<file path="config.mk">
export PLATFORM = sky130hd
export DESIGN_NAME = run_controller
export DESIGN_NICKNAME = d
export VERILOG_FILES = /design/src/rtl/run_controller.sv
export SDC_FILE = /design/constraint.sdc
export NUM_CORES = 1
export LEC_CHECK = 0
export CAP_MARGIN = 25
export CORE_MARGIN = 2
export CORE_UTILIZATION = 34
export CTS_BUF_LIST = sky130_fd_sc_hd__clkbuf_4 sky130_fd_sc_hd__clkbuf_8 sky130_fd_sc_hd__clkbuf_16
export CTS_CLUSTER_SIZE = 30
export DETAILED_ROUTE_END_ITERATION = 8
export DONT_BUFFER_PORTS = 1
export HOLD_SLACK_MARGIN = 0.12
export SETUP_SLACK_MARGIN = 0.02
export SLEW_MARGIN = 30
export SYNTH_ARGS = -nofsm -noshare
export SYNTH_HDL_FRONTEND = slang
export SYNTH_SLANG_ARGS = --single-unit
</file>
<file path="constraint.sdc">
create_clock -name clk -period 5.6 [get_ports clk]
set_clock_uncertainty 0.15 [all_clocks]
set_input_delay 1.12 -clock clk [delete_from_list [all_inputs] [get_ports clk]]
set_output_delay 1.12 -clock clk [all_outputs]
set_load 0.03 [all_outputs]
</file>
<file path="src/rtl/run_controller.sv">
// Host-side start/halt sequencer: launches a core run, counts RUN cycles, then reads back
// RESULT_WORDS result bytes with a running checksum. Optional timeout: RUN_CTRL_CYCLE_LIMIT_EN.
module run_controller #(
  parameter int DATA_W       = 8,
  parameter int ADDR_W       = 8,
  parameter int CNT_W        = 16,
  parameter int START_CYCLES = 2,
  parameter int MAX_CYCLES   = 1000,
  parameter int RESULT_BASE  = 0,
  parameter int RESULT_WORDS = 4
) (
  input  logic                            clk,
  input  logic                            start,
  input  logic                            go,
  output logic                            cpu_start,
  input  logic                            cpu_halt,
  output logic                            mem_rd_en,
  output logic [ADDR_W-1:0]               mem_addr,
  input  logic [DATA_W-1:0]               mem_rd_data,
  output logic                            result_valid,
  output logic [DATA_W-1:0]               result_data,
  output logic [$clog2(RESULT_WORDS):0]   result_idx,
  output logic                            busy,
  output logic                            done,
  output logic                            timeout,
  output logic [CNT_W-1:0]                cycle_count,
  output logic [DATA_W-1:0]               checksum
);

  localparam int IDX_W = $clog2(RESULT_WORDS) + 1;
  localparam int SC_W  = (START_CYCLES > 1) ? $clog2(START_CYCLES) : 1;
  localparam logic [SC_W-1:0]   START_LAST = SC_W'(START_CYCLES - 1);
  localparam logic [IDX_W-1:0]  IDX_LAST   = IDX_W'(RESULT_WORDS - 1);
  localparam logic [ADDR_W-1:0] ADDR_FIRST = ADDR_W'(RESULT_BASE);
`ifdef RUN_CTRL_CYCLE_LIMIT_EN
  localparam logic [CNT_W-1:0]  CNT_LAST   = CNT_W'(MAX_CYCLES - 1);
  localparam logic [CNT_W-1:0]  CNT_LIMIT  = CNT_W'(MAX_CYCLES);
`endif

  typedef enum logic [2:0] {
    S_IDLE,
    S_START,
    S_RUN,
    S_READ,
    S_DRAIN,
    S_DONE
  } state_t;

  state_t            state;
  logic [SC_W-1:0]   start_cnt;
  logic [IDX_W-1:0]  rd_idx;
  logic              data_ph;
  logic [IDX_W-1:0]  data_idx;

`ifdef RUN_CTRL_CYCLE_LIMIT_EN
  logic timeout_q;
  assign timeout = timeout_q;
`else
  assign timeout = 1'b0;
`endif

  // data_ph marks the cycle in which mem_rd_data answers the previous cycle's request
  always_ff @(posedge clk) begin
    if (start) begin
      state        <= S_IDLE;
      cpu_start    <= 1'b0;
      mem_rd_en    <= 1'b0;
      mem_addr     <= '0;
      result_valid <= 1'b0;
      result_data  <= '0;
      result_idx   <= '0;
      busy         <= 1'b0;
      done         <= 1'b0;
      cycle_count  <= '0;
      checksum     <= '0;
      start_cnt    <= '0;
      rd_idx       <= '0;
      data_ph      <= 1'b0;
      data_idx     <= '0;
`ifdef RUN_CTRL_CYCLE_LIMIT_EN
      timeout_q    <= 1'b0;
`endif
    end else begin
      data_ph      <= mem_rd_en;
      data_idx     <= rd_idx;
      result_valid <= data_ph;
      if (data_ph) begin
        result_data <= mem_rd_data;
        result_idx  <= data_idx;
        checksum    <= checksum + mem_rd_data;
      end

      case (state)
        S_IDLE, S_DONE: begin
          if (go) begin
            state       <= S_START;
            cpu_start   <= 1'b1;
            busy        <= 1'b1;
            done        <= 1'b0;
            cycle_count <= '0;
            checksum    <= '0;
            rd_idx      <= '0;
            start_cnt   <= '0;
`ifdef RUN_CTRL_CYCLE_LIMIT_EN
            timeout_q   <= 1'b0;
`endif
          end
        end

        S_START: begin
          if (start_cnt == START_LAST) begin
            cpu_start <= 1'b0;
            state     <= S_RUN;
          end else begin
            start_cnt <= start_cnt + 1'b1;
          end
        end

        S_RUN: begin
          if (cpu_halt) begin
            state     <= S_READ;
            mem_rd_en <= 1'b1;
            mem_addr  <= ADDR_FIRST;
            rd_idx    <= '0;
          end
`ifdef RUN_CTRL_CYCLE_LIMIT_EN
          else if (cycle_count == CNT_LAST) begin
            cycle_count <= CNT_LIMIT;
            timeout_q   <= 1'b1;
            state       <= S_DONE;
            busy        <= 1'b0;
            done        <= 1'b1;
          end else begin
            cycle_count <= cycle_count + 1'b1;
          end
`else
          else if (cycle_count != '1) begin
            cycle_count <= cycle_count + 1'b1;
          end
`endif
        end

        S_READ: begin
          if (rd_idx == IDX_LAST) begin
            mem_rd_en <= 1'b0;
            state     <= S_DRAIN;
          end else begin
            rd_idx   <= rd_idx + 1'b1;
            mem_addr <= mem_addr + 1'b1;
          end
        end

        S_DRAIN: begin
          state <= S_DONE;
          busy  <= 1'b0;
          done  <= 1'b1;
        end

        default: state <= S_IDLE;
      endcase
    end
  end

endmodule

</file>
Yosys cells after proc, flatten, opt, wreduce, memory -nomap -nowiden
Cells that the tools add are included.

Add/sub/neg operators: 5. Mux-type cells: 30. Equality and inequality tests: 14. Reduce and logical (&&, ||, !) cells: 15.

Operators with widths (number): two-way mux 16 bit (3); two-way mux 8 bit (5); case mux 16 bit (2 select lines) (1); two-way mux 3 bit (7); adder 16 x 1 -> 16 bit, second input constant (1); inequality test 16 bit, second input constant (1); case mux 8 bit (2 select lines) (1); case mux 3 bit (5 select lines) (1); inequality test 2 bit, second input constant (7); AND reduction 4 bit (3); case mux 1 bit (2 select lines) (5); equality test 3 x 2 -> 1 bit, second input constant (3); case mux 3 bit (3 select lines) (1); AND reduction 3 bit (3); adder 8 x 1 -> 8 bit, second input constant (1); adder 8 bit (1); nonzero test 2 bit (4); equality test 3 bit, second input constant (2); two-way mux 1 bit (6); AND reduction 2 bit (2); adder 3 x 1 -> 3 bit, second input constant (1); equality test 3 x 1 -> 1 bit, second input constant (1); logical NOT 3 bit (1); nonzero test 3 bit (1); 2 further kinds (2).

Output and inout port bits: 49. Register bits: 59. Word-level logic and storage cells: 79.

Depth between registers and ports, before layout
Gate-level depths: netlist of run 1.

Depth after elaboration: 4. Mapped depth: 8. Mapped depth without buffers: 7.

Least setup slack after synthesis of run 1
Ideal clock, no wire load.

Path type: input -> register. Start point: input port mem_rd_data[0]. End point: register checksum[6]. Buffers on the path: 0. Stages: 7. Setup slack: 2822 ps. Arrival time: 2569 ps. Required time: 5391 ps. Library setup time: 59 ps. Path through: ha_1 -> fa_1 -> a211oi_1 -> o21bai_1 -> a21oi_1 -> mux2_2 -> nand2_1.

Longest elaborated chain between the ends: 4.

Ends and longest elaborated chain: start, declared (RTL line 19) `input logic [DATA_W-1:0] mem_rd_data,`; adder 8 bit (*) (RTL line 90) `checksum <= checksum + mem_rd_data;`; two-way mux 8 bit (*) (RTL line 87) `if (data_ph) begin`; two-way mux 8 bit (RTL line 95) `if (go) begin`; two-way mux 8 bit (*) (RTL line 93) `case (state)`; end signal, assigned (RTL line 90); end, declared (RTL line 27) `output logic [DATA_W-1:0] checksum`.

Every way passes the cells marked *; elsewhere a longest branch is shown, timed or not. A chain may end at the register's enable or synchronous reset.

Final worst setup path of run 1
Ends and elaborated chain as after synthesis.

==> results of run 1 <==
==> worst reg2reg max path: stages (launching register included) <==
cell and delay (ns):
dfxtp_1 0.62, and4_1 0.40, nand3_1 0.18, nor4_4 0.62, nor3b_1 0.14, mux2i_1 0.15
==> logic make-up (layout without fill, tap and decap cells) <==
logic type,Yosys count,in the layout,share of synthesized area (%)
and+or+nand+nor,131,131,24.06
muxes,22,22,7.471
other,1,1,0.1265
DFF,59,59,39.85
xor gates and xnor gates,10,10,2.955
buffers and inverters,23,22,3.799
adders and majority gates,12,12,5.319
AOI/OAI and AO/OA,75,75,16.42
==> through the flow <==
stage	worst slack (ns)	util [%]	instance area [um2]	hold slack (ns)	total power, W
after detailed placement	2.727	35.08	3014	0.3129	0.0005252
after floorplan	2.822	-	2964	0.2857	0.0005167
after global placement	2.751	35.06	3013	0.3059	0.0005249
after CTS	3.098	37.71	3241	0.3208	0.0009755
after global routing	2.976	37.71	3241	0.3562	0.001007
final	3.078	37.71	3241	0.3158	0.0009595
==> worst paths after layout <==
kind	startpoint	endpoint	slack [ns]
hold / removal	rd_idx[0]	data_idx[0]	0.32
setup / recovery	mem_rd_data[0]	checksum[6]	3.08
hold reg to reg	rd_idx[0]	data_idx[0]	0.32
setup reg to reg	cycle_count[4]	cycle_count[2]	3.22
==> flip-flops by register name, indices dropped and copies added, names as in the netlist <==
name / count
cycle_count: 16
checksum: 8
mem_addr: 8
result_data: 8
data_idx: 3
rd_idx: 3
result_idx: 3
state: 3
busy: 1
cpu_start: 1
data_ph: 1
done: 1
mem_rd_en: 1
result_valid: 1
start_cnt: 1
==> power groups by stage <==
| stage | clock network [W] | logic, W | registers [W] |
|---|---|---|---|
| global route | 0.000480 | 0.0000769 | 0.000451 |
| CTS | 0.000460 | 0.0000675 | 0.000448 |
| detailed placement | 0 | 0.0000671 | 0.000458 |
| global placement | 0 | 0.0000665 | 0.000458 |
| finish | 0.000444 | 0.0000670 | 0.000448 |
| floorplan | 0 | 0.0000676 | 0.000449 |
==> cells in the mapped netlist (all sizes together) (3+ instances only) <==
| cell | count | area share (%) |
|---|---|---|
| and3 | 6 | 1.4 |
| xor2 | 7 | 2.1 |
| ha | 11 | 4.6 |
| nand4 | 8 | 1.7 |
| buf | 10 | 2.2 |
| nand2 | 18 | 2.3 |
| and4 | 4 | 1.2 |
| dfxtp | 59 | 40 |
| nand2b | 11 | 2.3 |
| inv | 5 | 0.63 |
| o21ai | 11 | 2.1 |
| a211oi | 5 | 1.3 |
| o21a | 3 | 0.76 |
| o31ai | 9 | 2.3 |
| a21oi | 27 | 4.6 |
| nand3 | 11 | 2.0 |
| nor2b | 8 | 1.8 |
| a21o | 3 | 0.76 |
| xnor2 | 3 | 0.89 |
| mux2i | 21 | 7.1 |
| or4 | 8 | 2.0 |
| nor3b | 3 | 0.76 |
| clkbuf | 8 | 1.0 |
| nor2 | 43 | 5.6 |
==> area by class of cell <==
type | count | area share [%]
repair buffers | 1 | 0.2317
inverters | 5 | 0.5792
well taps | 108 | 4.170
clock buffers | 12 | 4.710
clock inverters | 4 | 2.278
multi-input cells | 251 | 51.54
flip-flops and latches | 59 | 36.49
==> layer usage <==
layer | routed length, um | global-route usage, % | vias to the layer above | part of all wire [%]
met5 | 0 | 0 | - | 0
met4 | 66 | 5.983 | 0 | 1.1
met3 | 527 | 6.906 | 6 | 8.5
met2 | 2664 | 19.95 | 57 | 43
met1 | 2971 | 17.91 | 1080 | 48
li1 | - | - | 1189 | -
==> impl_results.md, run 1 <==
* Outcome: finished, final reports clean
* Cell depth of the worst setup path at 7
* Mean area per synthesized cell at approximately 8.9 um2
* Post-CTS resize count at 0
* Die outline area at roughly 0.0095 mm2
* Number of flops mapped to enable cells by yosys at 0
* Relative area change from synthesis to final layout at 9.329%
* Standard-cell row count at 34
* Max-slew headroom at the worst pin at a little under three fifths
* Die boundary height at 97.37 um
* Critical Path Slowest Stage Cell: fa_1
* Buffers from clock root to sink, at most at 2
* Port Buf Inserts at 0
* Final count of pins violating max slew at 0
* Crit path kind: input port to flip-flop
* Count of cells along the worst register-to-register path at 5
* Hold-fix buffers at CTS at 0
* Pre-Repair DR Iteration Count at 4
* Via count of the first global-routing pass at about 2200
* Combinational cell fraction of total power at 7.0%
* Number of unique standard cell types used by synthesis at between 50 and 60
* Syn Inst Count at 333
* Max-cap violations at 0
* Slew at the pin closest to its max-slew limit at 0.6556 ns
* Starting density of the core at approximately 34%
* Total area of sequential cells at ~0.0012 mm2
* Ratio of total power to cell area at 296.1 mW/mm2
* LEAKAGE at roughly 1.2 nW
* Number of buffers added by the clock tree synthesis step at 9
* Antenna Nets Post-Route at 0
* Initial antenna violation count at 0
* Diode count at 0
* Filler cell count in the final layout at 866
* Sequential share of power at between 40 and 50%
* Yosys warnings at 0
* Commonest register cell after synthesis: dfxtp_1
* Synth async-reset ratio at 0%
* Setup TNS after final layout at 0 ns
* Total via count after detailed routing at ~2300
* H-tree Lvls at 3
* Number of instances on the worst hold path at 2
* Number of buffer and inverter instances along the worst setup path at 0
* Data arrival time of the critical path at around 2.7 ns
* Critical Path, Cell by Cell: ha_1, fa_1, a211oi_1, o21bai_1, a21oi_1, mux2_2, nand2_1
* RSZ-0062 raised after global routing: false
* Most common library cell in the layout ignoring fill and taps: dfxtp_1
* Post-CTS repair timing setup buffer count at 0
* Post-Syn Area at 0.002964 mm2
* Internal power of the cells at a little over 0.0007 W
* Maximum number of pins on one net before global-route repair at 35
* Die X at 97.37 um
* Placed cells at ~420
* Worst IR drop on VDD at 97.98 uV
* Post-detailed-placement half-perimeter wirelength at about 4400 um
* Core Area at 0.008593 mm2
* Hold crit path type: flip-flop to flip-flop
* Largest fanout of any net on the critical path at 3
* Clock tree from TritonCTS: yes
* Sinks on Clock Net at 59
* Clock slew seen by the registers of the worst setup and hold paths at ~0.070 ns
* Latest clock arrival within the worst-skew pair at approximately 0.34 ns
* Minimum period implied by the final worst setup slack at between 2 and 3 ns
* Switching power as a share of total power at between 20 and 25%
* RePlAce Congestion at 0.7693
* Delay of the slowest cell on the worst path at approximately 0.43 ns
* Switching component of the power at 0.0002332 W
* Number of I/O pins at 61
* Highest achievable clock rate at 396.5 MHz
* Final hold viol count at 0
* DRC violations left at 0
* Number of nets in the layout at between 300 and 400
* Total wire length after detailed routing at about 6200 um
* Clock network fraction of design power at between 40% and 50%
* Critical Path End Type: flip-flop
* Global router's overall resource usage at about 14%
* 1st-iter DRT viols at 64
* Period utilization at between 40 and 50%
* CTS Root Cell: clkbuf_8
* Drt wl/cell at approximately 14 um
* CP Data Required Time at 5.73 ns
* Wire length of the first global-routing pass at between 10000 and 15000 um
* Overflow left after global routing at 0
* Seq cells post-synth at a little under 60
* Share of cells above drive strength 1 at under 10%
* Vias per inst at ~5.3
* Top cell family by delay on the critical path: adder cells
* Final-report setup violation count at 0
* Post-synthesis sequential area ratio at between 30% and 40%
* Combined area of the multi-input logic cells at 0.001670 mm2
* Critical Path Source Type: input port
* Number of nets in the synthesized netlist at ~360
* Non-filler instance count after layout at 440
* Commonest cells after routing, fill and taps aside: dfxtp_1, nor2_1, a21oi_1, mux2i_1, nand2_1
Note: power is estimated with default switching activity, not from simulation.
==> run 2, diff against run 1 <==
- clock period: 5.6 -> 2.55 ns (I/O delays scaled with it)
==> impl_results.md, run 2 (synthesis results as in run 1) <==
* Clock slew seen by the registers of the worst setup and hold paths at about 0.08 ns
* Wire length of the first global-routing pass at approximately 11000 um
* Diode count at 0
* Starting density of the core at ~34%
* Period utilization at roughly 86%
* 1st-iter DRT viols at 52
* Worst IR drop on VDD at slightly below 200 uV
* Critical Path, Cell by Cell: ha_1, a211oi_1, o211ai_1, a21oi_1, mux2i_1, mux2i_1
* Total via count after detailed routing at 2479
* Cell seen most often among critical-path stages: mux2i_1
* Sinks on Clock Net at between 50 and 60
* Max-slew headroom at the worst pin at between 60% and 70%
* LEAKAGE at between 1 and 1.5 nW
* RSZ-0062 raised after global routing: false
* Routing usage on met3 at under 10%
* Final count of pins violating max slew at 0
* Final hold viol count at 0
* RePlAce Congestion at slightly below 0.8
* Highest achievable clock rate at between 400 and 500 MHz
* H-tree Lvls at 3
* Most common library cell in the layout ignoring fill and taps: dfxtp_1
* Standard-cell row count at 34
* Delay of the slowest cell on the worst path at 0.58 ns
* Data arrival time of the critical path at ~2.3 ns
* Latest clock arrival within the worst-skew pair at ~0.34 ns
* CTS Root Cell: clkbuf_8
* Post-detailed-placement half-perimeter wirelength at ~4700 um
* Vias per inst at between 5 and 6
* Critical Path Slowest Stage Cell: dfxtp_1
* Die outline area at 0.009481 mm2
* Crit path kind: flip-flop to flip-flop
* Met1 track demand over resource in global routing at 17.54%
* Slew at the pin closest to its max-slew limit at ~0.56 ns
* Critical Path End Type: flip-flop
* Global router's overall resource usage at 14.39%
* Clock tree from TritonCTS: yes
* CP Launch Point: checksum[1]
* Share of cells above drive strength 1 at 13.68%
* Antenna Nets Post-Route at 0
* Count of cells along the worst register-to-register path at 6
* Total wire length after detailed routing at roughly 6700 um
* Post-route design area at between 0.003 and 0.004 mm2
* Overflow left after global routing at 0
* Most used routing layer: met2
* Relative area change from synthesis to final layout at 13.63%
* Number of nets in the layout at 370
* Drt wl/cell at roughly 15 um
* Via count of the first global-routing pass at between 2000 and 2500
* Pre-Repair DR Iteration Count at 4
* Initial antenna violation count at 0
* Die boundary height at approximately 97 um
* Filler cell count in the final layout at between 800 and 900
* Ratio of total power to cell area at between 600 and 700 mW/mm2
* Number of I/O pins at about 60
* Buffers from clock root to sink, at most at 2
* Critical Path Source Type: flip-flop
* CP Data Required Time at between 2 and 3 ns
* Final-report setup violation count at 0
* Routing usage on met2 at 22.12%
* Worst Hold Launch: mem_rd_data[1]
* Cell Area, Placed at 0.003148 mm2
* DRC violations left at 0
* Number of buffers added by the clock tree synthesis step at 9
* Largest fanout of any net on the critical path at 4
* Core Area at around 0.0086 mm2
* Maximum number of pins on one net before global-route repair at 32
* Reg-to-reg startpoint: checksum[1]
* Port Buf Inserts at 0
* Outcome: finished, final reports clean
* Minimum period implied by the final worst setup slack at roughly 2.2 ns
* Die X at around 97 um
* Hold crit path type: input port to flip-flop
* Most flops, register: cycle_count
* Setup TNS after final layout at 0 ns
* Number of instances on the worst hold path at 2
* Commonest cells after routing, fill and taps aside: dfxtp_1, nor2_1, a21oi_1, mux2i_1, buf_4
* Max-cap violations at 0
* Max reg flops at 16
run 2: power breakdown:
part	switching, W	internal (W)
clock network	0.000415	0.000455
logic	0.000109	0.0000664
registers	0.0000401	0.000937
run 2: through the flow:
| stage | power [W] | instances | setup WS, ns | util, % | hold slack [ns] |
|---|---|---|---|---|---|
| 2_1_floorplan | 0.001135 | 333 | 0.3821 | - | 0.2857 |
| 3_3_place_gp | 0.001159 | 442 | 0.3173 | 36.63 | 0.3040 |
| 3_5_place_dp | 0.001162 | 442 | 0.2909 | 36.63 | 0.3073 |
| 4_1_cts | 0.002055 | 459 | 0.3339 | 39.20 | 0.1354 |
| 5_1_grt | 0.002118 | 459 | 0.2023 | 39.20 | 0.1560 |
| 6_report | 0.002022 | 459 | 0.3573 | 39.20 | 0.1624 |
run 2: worst paths after layout:
kind | end | slack, ns
max | checksum[7] | 0.36
min | result_data[1] | 0.16
max reg2reg | checksum[7] | 0.36
min reg2reg | result_idx[0] | 0.32
run 2: routing by layer:
metal	share of wire [%]	vias up
li1	-	1234
met1	46	1174
met2	45	60
met3	6.7	11
met4	2.0	0
met5	0	-
run 2: repair_timing:
action                                 4_1_cts  5_1_grt
endpoints found under the hold margin       31        0
resized for setup                            0        0
hold buffers                                 1        0
setup buffers                                0        0
run 2: critical path: cells and delay by family, from the launching register on:
family	cells	cell delay [ns]
flip-flops	1	0.58
multiplexers	2	0.42
adder cells (fa/ha/maj)	1	0.33
AO/OA/AOI/OAI	3	0.64
run 2: final cells by class:
type	instances	area, um2	share of cell area (%)
inverter	5	18.77	0.5572
tap	108	135.1	4.012
multi-input combinational	251	1670	49.59
clock buffer	9	123.9	3.678
sequential	59	1181	35.07
clock inverter	7	76.32	2.266
timing repair buffer	20	162.7	4.829
==> run 3, diff against run 2 <==
- SLEW_MARGIN: 30 -> 15
==> results of run 3 <==
Same layout as run 2: the final DEF is identical, and so are final timing and power.
==> edit 1 (flow settings as in run 3) <==
The parameter `ADDR_W` goes from 8 to 7.
--- a/src/rtl/run_controller.sv
+++ b/src/rtl/run_controller.sv
@@ -2,7 +2,7 @@
 // RESULT_WORDS result bytes with a running checksum. Optional timeout: RUN_CTRL_CYCLE_LIMIT_EN.
 module run_controller #(
   parameter int DATA_W       = 8,
-  parameter int ADDR_W       = 8,
+  parameter int ADDR_W       = 7,
   parameter int CNT_W        = 16,
   parameter int START_CYCLES = 2,
   parameter int MAX_CYCLES   = 1000,
Interface: changed (resized mem_addr); port bits go from 61 to 60. The function was not compared with the original's and may differ.
==> edit 1 against run 3 <==
  * Clock power is 7.7% lower
  * Core utilization increased by 0.43 points
  * Final area is 3.3% lower
  * Worst setup slack got worse by 0.0012 ns
  * Synthesized area down 3.1%
  * Critical path depth did not move
  * Routed wire length fell by 7.5%
  * Sequential cell count decreased by 1
  * Power down 4.1%
  * Combinational power barely moved
  * Largest power group unchanged
==> edit 1: results (changes against run 3) <==
design_area_um2: 3260  # -3.3%
multi_input_area_um2: 1570  # -6.0%
n_clock_buffer: 13  # +4
cp.arrival_ns: 2.30
fin_cells: 445  # -3.1%
syn_area_per_cell_um2: 8.92  # +0.23%
gp_congestion: 0.764  # -3.0%
multi_input_cells: 238  # -5.2%
vias: 2254  # -9.1%
drt_iter0_drc: 42  # -19%
synth-seq-cells: 58  # -1.7%
placed_cell_area_um2: 3050  # -3.2%
dp_hpwl_um: 4390  # -6.2%
wl_per_cell_um: 13.9  # -4.6%
clockRootBuffer: "clkbuf_8"
netlist_top_cells_count: "dfxtp_1 (58), nor2_1 (46), a21oi_1 (24)"
fillers: 854  # -3.7%
num-nonclk-inverters: 7  # +2
crit_fanout: 4  # unchanged
seq_area_frac_synth_pct: 40.4  # +0.57 points
leakagePower_nw: 1.23  # about the same
cp_slowest_cell: "dfxtp_1"
postLayoutCoreUtil_pct: 39.6  # +0.43 points
holdCritPathClass: "input pin to flop"
drive_above_1_share_pct: 14.7  # +1.0 points
layout.area.seq_um2: 1160  # -1.7%
first_global_vias: 2193  # -3.9%
synth_fp_nets: 346  # -3.1%
placed_cells: 429  # -2.9%
nNonClkBuffers: 22  # +10%
nNetsFinal: 360  # -2.7%
buf_share_pct: 5.46  # +0.63 points
ys_top_cells_by_area: "dfxtp_1 (40%), mux2i_1 (7.0%), nor2_1 (6.0%), ha_1 (4.8%), a21oi_1 (4.2%)"
worst_pin_slew_ns: 0.626  # +0.0608 ns
outcome: "completed"
clkCellAreaFrac_pct: 5.80  # -0.14 points
grt_pass1_wl_um: 10300  # -6.6%
p_int_w: 0.00144  # -1.0%
ys_types: 48  # -13%
preCtsSetupSlack_ns: 0.266  # -0.0248 ns
clk_path_buf_depth: 2  # unchanged
ir_drop_v: 0.000233  # +17%
track_usage_pct: 14.5  # +0.087 points
cts_resized: 0  # unchanged
grt_max_degree: 30  # -6.3%
top_regs: "cycle_count: 16 flops, checksum: 8 flops, result_data: 8 flops"
## edit 1: cell count changes in the layout (fill, tap and decap cells not counted), sizes merged, moves of 5 or more
cell,delta
o31ai,-9
nand3,-5
nand2b,-5
or4,-7
xnor2,+5
nor3,+5
or3,+8
## edit 1: timing repair
item / 4_1_cts / 5_1_grt
setup endpoints to repair: 0 / 0
endpoints found under the hold margin: 29 / 0
hold buffers: 1 / 0
buffers inserted: 0 / 0
## edit 1: per-layer routing
layer  part of all wire, %  routed length (µm)  global-route usage (%)
met5                     0                   0                       0
met4                   1.6                  99                    5.36
met3                   7.1                 443                    6.89
met2                    45                2790                    22.5
met1                    46                2870                    17.4
## edit 1: worst paths after layout
path              slack [ns]              to           start  depth (start not counted)
hold / removal          0.18  result_data[1]  mem_rd_data[1]                          2
hold reg to reg         0.32     data_idx[2]       rd_idx[2]                          2
setup reg to reg        0.36     checksum[7]     checksum[1]                          6
setup / recovery        0.36     checksum[7]     checksum[1]                          6
## edit 1: cell families after synthesis
group,Yosys count,share of synthesized area [%]
buffers and inverters,26,4.92
and+or+nand+nor,123,21.3
adders and majority gates,12,5.49
muxes,21,7.36
xor gates and xnor gates,14,4.27
other,1,0.131
AOI/OAI and AO/OA,67,16.2
DFF,58,40.4
## edit 1: power groups by stage
stage,clock network [W],registers (W),logic [W]
after detailed placement,0,0.000982,0.000164
after global placement,0,0.000982,0.000161
final,0.000803,0.000961,0.000175
after global routing,0.000868,0.000964,0.000196
after floorplan,0,0.000980,0.000145
after CTS,0.000840,0.000961,0.000176
## edit 1: worst reg2reg max path, delay by kind of cell (launching register included)
kind | cells | cell delay, ns
adder cells (fa/ha/maj) | 1 | 0.33
AO/OA/AOI/OAI | 3 | 0.63
multiplexers | 2 | 0.43
flip-flops | 1 | 0.57
==> edit 2 (settings of run 3) <==
Made on the original files. Encoding of `state_t`: now Gray code (3 bits for 6 states).
--- a/src/rtl/run_controller.sv
+++ b/src/rtl/run_controller.sv
@@ -38,12 +38,12 @@
 `endif
 
   typedef enum logic [2:0] {
-    S_IDLE,
-    S_START,
-    S_RUN,
-    S_READ,
-    S_DRAIN,
-    S_DONE
+    S_IDLE  = 3'b000,
+    S_START = 3'b001,
+    S_RUN   = 3'b011,
+    S_READ  = 3'b010,
+    S_DRAIN = 3'b110,
+    S_DONE  = 3'b111
   } state_t;
 
   state_t            state;
Function: same outputs for any inputs over 10 cycles, from zero or initial values; not proved beyond that.
==> edit 2 against run 3 <==
  * Combinational power increased by 7%
  * Synthesized area decreased by 0.68%
  * Count of clock-buffer cells in the layout increased by 4
  * Worst setup slack got worse by 0.061 ns
  * Synthesized cell count increased by 2.1%
  * Routed wire length increased by 1.7%
  * Critical path type unchanged
  * Final area increased by 0.63%
  * Largest cell class unchanged
  * Global-route usage increased by 0.65 points
  * Power increased by 1.8%
  * Sequential cell count unchanged
==> edit 2: results (changes against run 3) <==
outcome: "completed"
track_usage_pct: 15.0  # +0.65 points
yosysWarnings: 0  # unchanged
grt_util_met2_pct: 22.9  # +0.79 points
gp_congestion: 0.840  # +6.6%
ys_async_sr_fraction_pct: 0  # unchanged
h-tree-depth: 3  # unchanged
io_buffers: 0  # unchanged
hold_slack_ns: 0.180  # +0.0177 ns
cp.arrival_ns: 2.37  # +0.06 ns
clockRootBuffer: "clkbuf_8"
ys_top_cells_by_area: "dfxtp_1 (40%), mux2i_1 (5.8%), nor2_1 (5.4%), a21oi_1 (4.9%), ha_1 (4.7%)"
swShare_pct: 25.3  # -2.6 points
preCtsSetupSlack_ns: 0.273  # -0.0179 ns
synth_fp_nets: 364  # +2.0%
drc_errors: 0  # unchanged
grt_max_degree: 32  # unchanged
nNetsFinal: 381  # +3.0%
vias_per_cell: 5.46  # +1.0%
clk-power_w: 0.000879  # +1%
ir_drop_v: 0.000317  # +60%
regMostFlops: "cycle_count"
critical_path.top_delay_family: "simple AND/OR/NAND/NOR gates"
clk_latency_ns: 0.33
first_global_vias: 2418  # +6.0%
met3_usage_pct: 5.90  # +0.43 points
cts_made_buffers: 9  # unchanged
antenna_cells: 0  # unchanged
drt_iter0_drc: 130  # +150%
drive_above_1_share_pct: 12.5  # -1.2 points
antenna_found_initial: 0  # unchanged
dp_hpwl_um: 4890  # +4.6%
slowest_delay_ns: 0.57
crit_fanout: 12  # +8
cp_slowest_cell: "or4_1"
netlist_top_cells_count: "dfxtp_1 (59), nor2_1 (42), a21oi_1 (29)"
grtUsageMet1_pct: 18.9  # +1.4 points
fin_ws_ns: 0.296  # -0.0613 ns
largest_reg_flops: 16  # unchanged
grt_pass1_wl_um: 11600  # +5.2%
relSlewSlack_pct: 57.2  # -5.1 points
clk_pin_slew_worst_paths_ns: 0.07
seq_power_share_pct: 48.1  # -0.2 points
ys_types: 52  # -5.5%
grt.overflow.total: 0  # unchanged
drt_wl_total_um: 6820  # +1.7%
leakagePower_nw: 1.21  # -1.7%
synthFlopType: "dfxtp_1"
seq_area_frac_synth_pct: 40.1  # +0.27 points
holdCritPathClass: "input pin to flop"
clk_path_buf_depth: 2  # unchanged
first_pass_iters: 4  # unchanged
cts_setup_buffers: 0  # unchanged
-- edit 2: changes by cell type after synthesis, sizes merged, moves of 4 or more --
| cell | change |
|---|---|
| nor3 | +4 |
| and3 | -4 |
| o21ai | +5 |
| buf | -4 |
| nand2b | -6 |
| or3 | +9 |
| clkbuf | +4 |
| mux2i | -4 |
| nand3 | -4 |
-- edit 2: area by class of cell --
class,count,area [µm²]
clock buffers,13,166
clock inverters,2,35.0
fillers,823,4910
inverters,7,26.3
multi-input cells,256,1660
flip-flops and latches,59,1180
well taps,105,131
repair buffers,24,193
-- edit 2: cells by family (layout without fill, tap and decap cells) --
logic type | after synthesis | in the layout | share of synthesized area (%)
AO/OA/AOI/OAI | 83 | 83 | 17.8
flip-flops | 59 | 59 | 40.1
buffers and inverters | 25 | 46 | 3.61
other | 1 | 1 | 0.127
adder cells (fa/ha/maj) | 12 | 12 | 5.35
AND/OR/NAND/NOR | 133 | 133 | 24.2
multiplexers | 17 | 17 | 5.78
XOR/XNOR | 10 | 10 | 2.98
-- edit 2: worst paths after layout --
path         cells past startpoint            from               to
min                              2  mem_rd_data[5]   result_data[5]
max reg2reg                      5        state[1]  cycle_count[11]
min reg2reg                      2       rd_idx[2]      data_idx[2]
max                              5        state[1]  cycle_count[11]
-- edit 2: through the flow --
stage	total power (W)	cell area, µm²	instances
global placement	0.00119	3170	450
global route	0.00216	3390	466
floorplan	0.00115	2940	340
detailed placement	0.00119	3170	450
CTS	0.00209	3390	466
finish	0.00206	3390	466
-- edit 2: repair_timing --
action | CTS | global route
setup endpoints to repair | 0 | 0
endpoints found under the hold margin | 31 | 0
gates resized for setup | 0 | 0
hold buffers | 1 | 0
-- edit 2: routing by layer --
layer,share of wire (%),routed length [µm]
met4,1.6,109
met3,7.9,538
met2,45,3040
met1,46,3130
met5,0,0
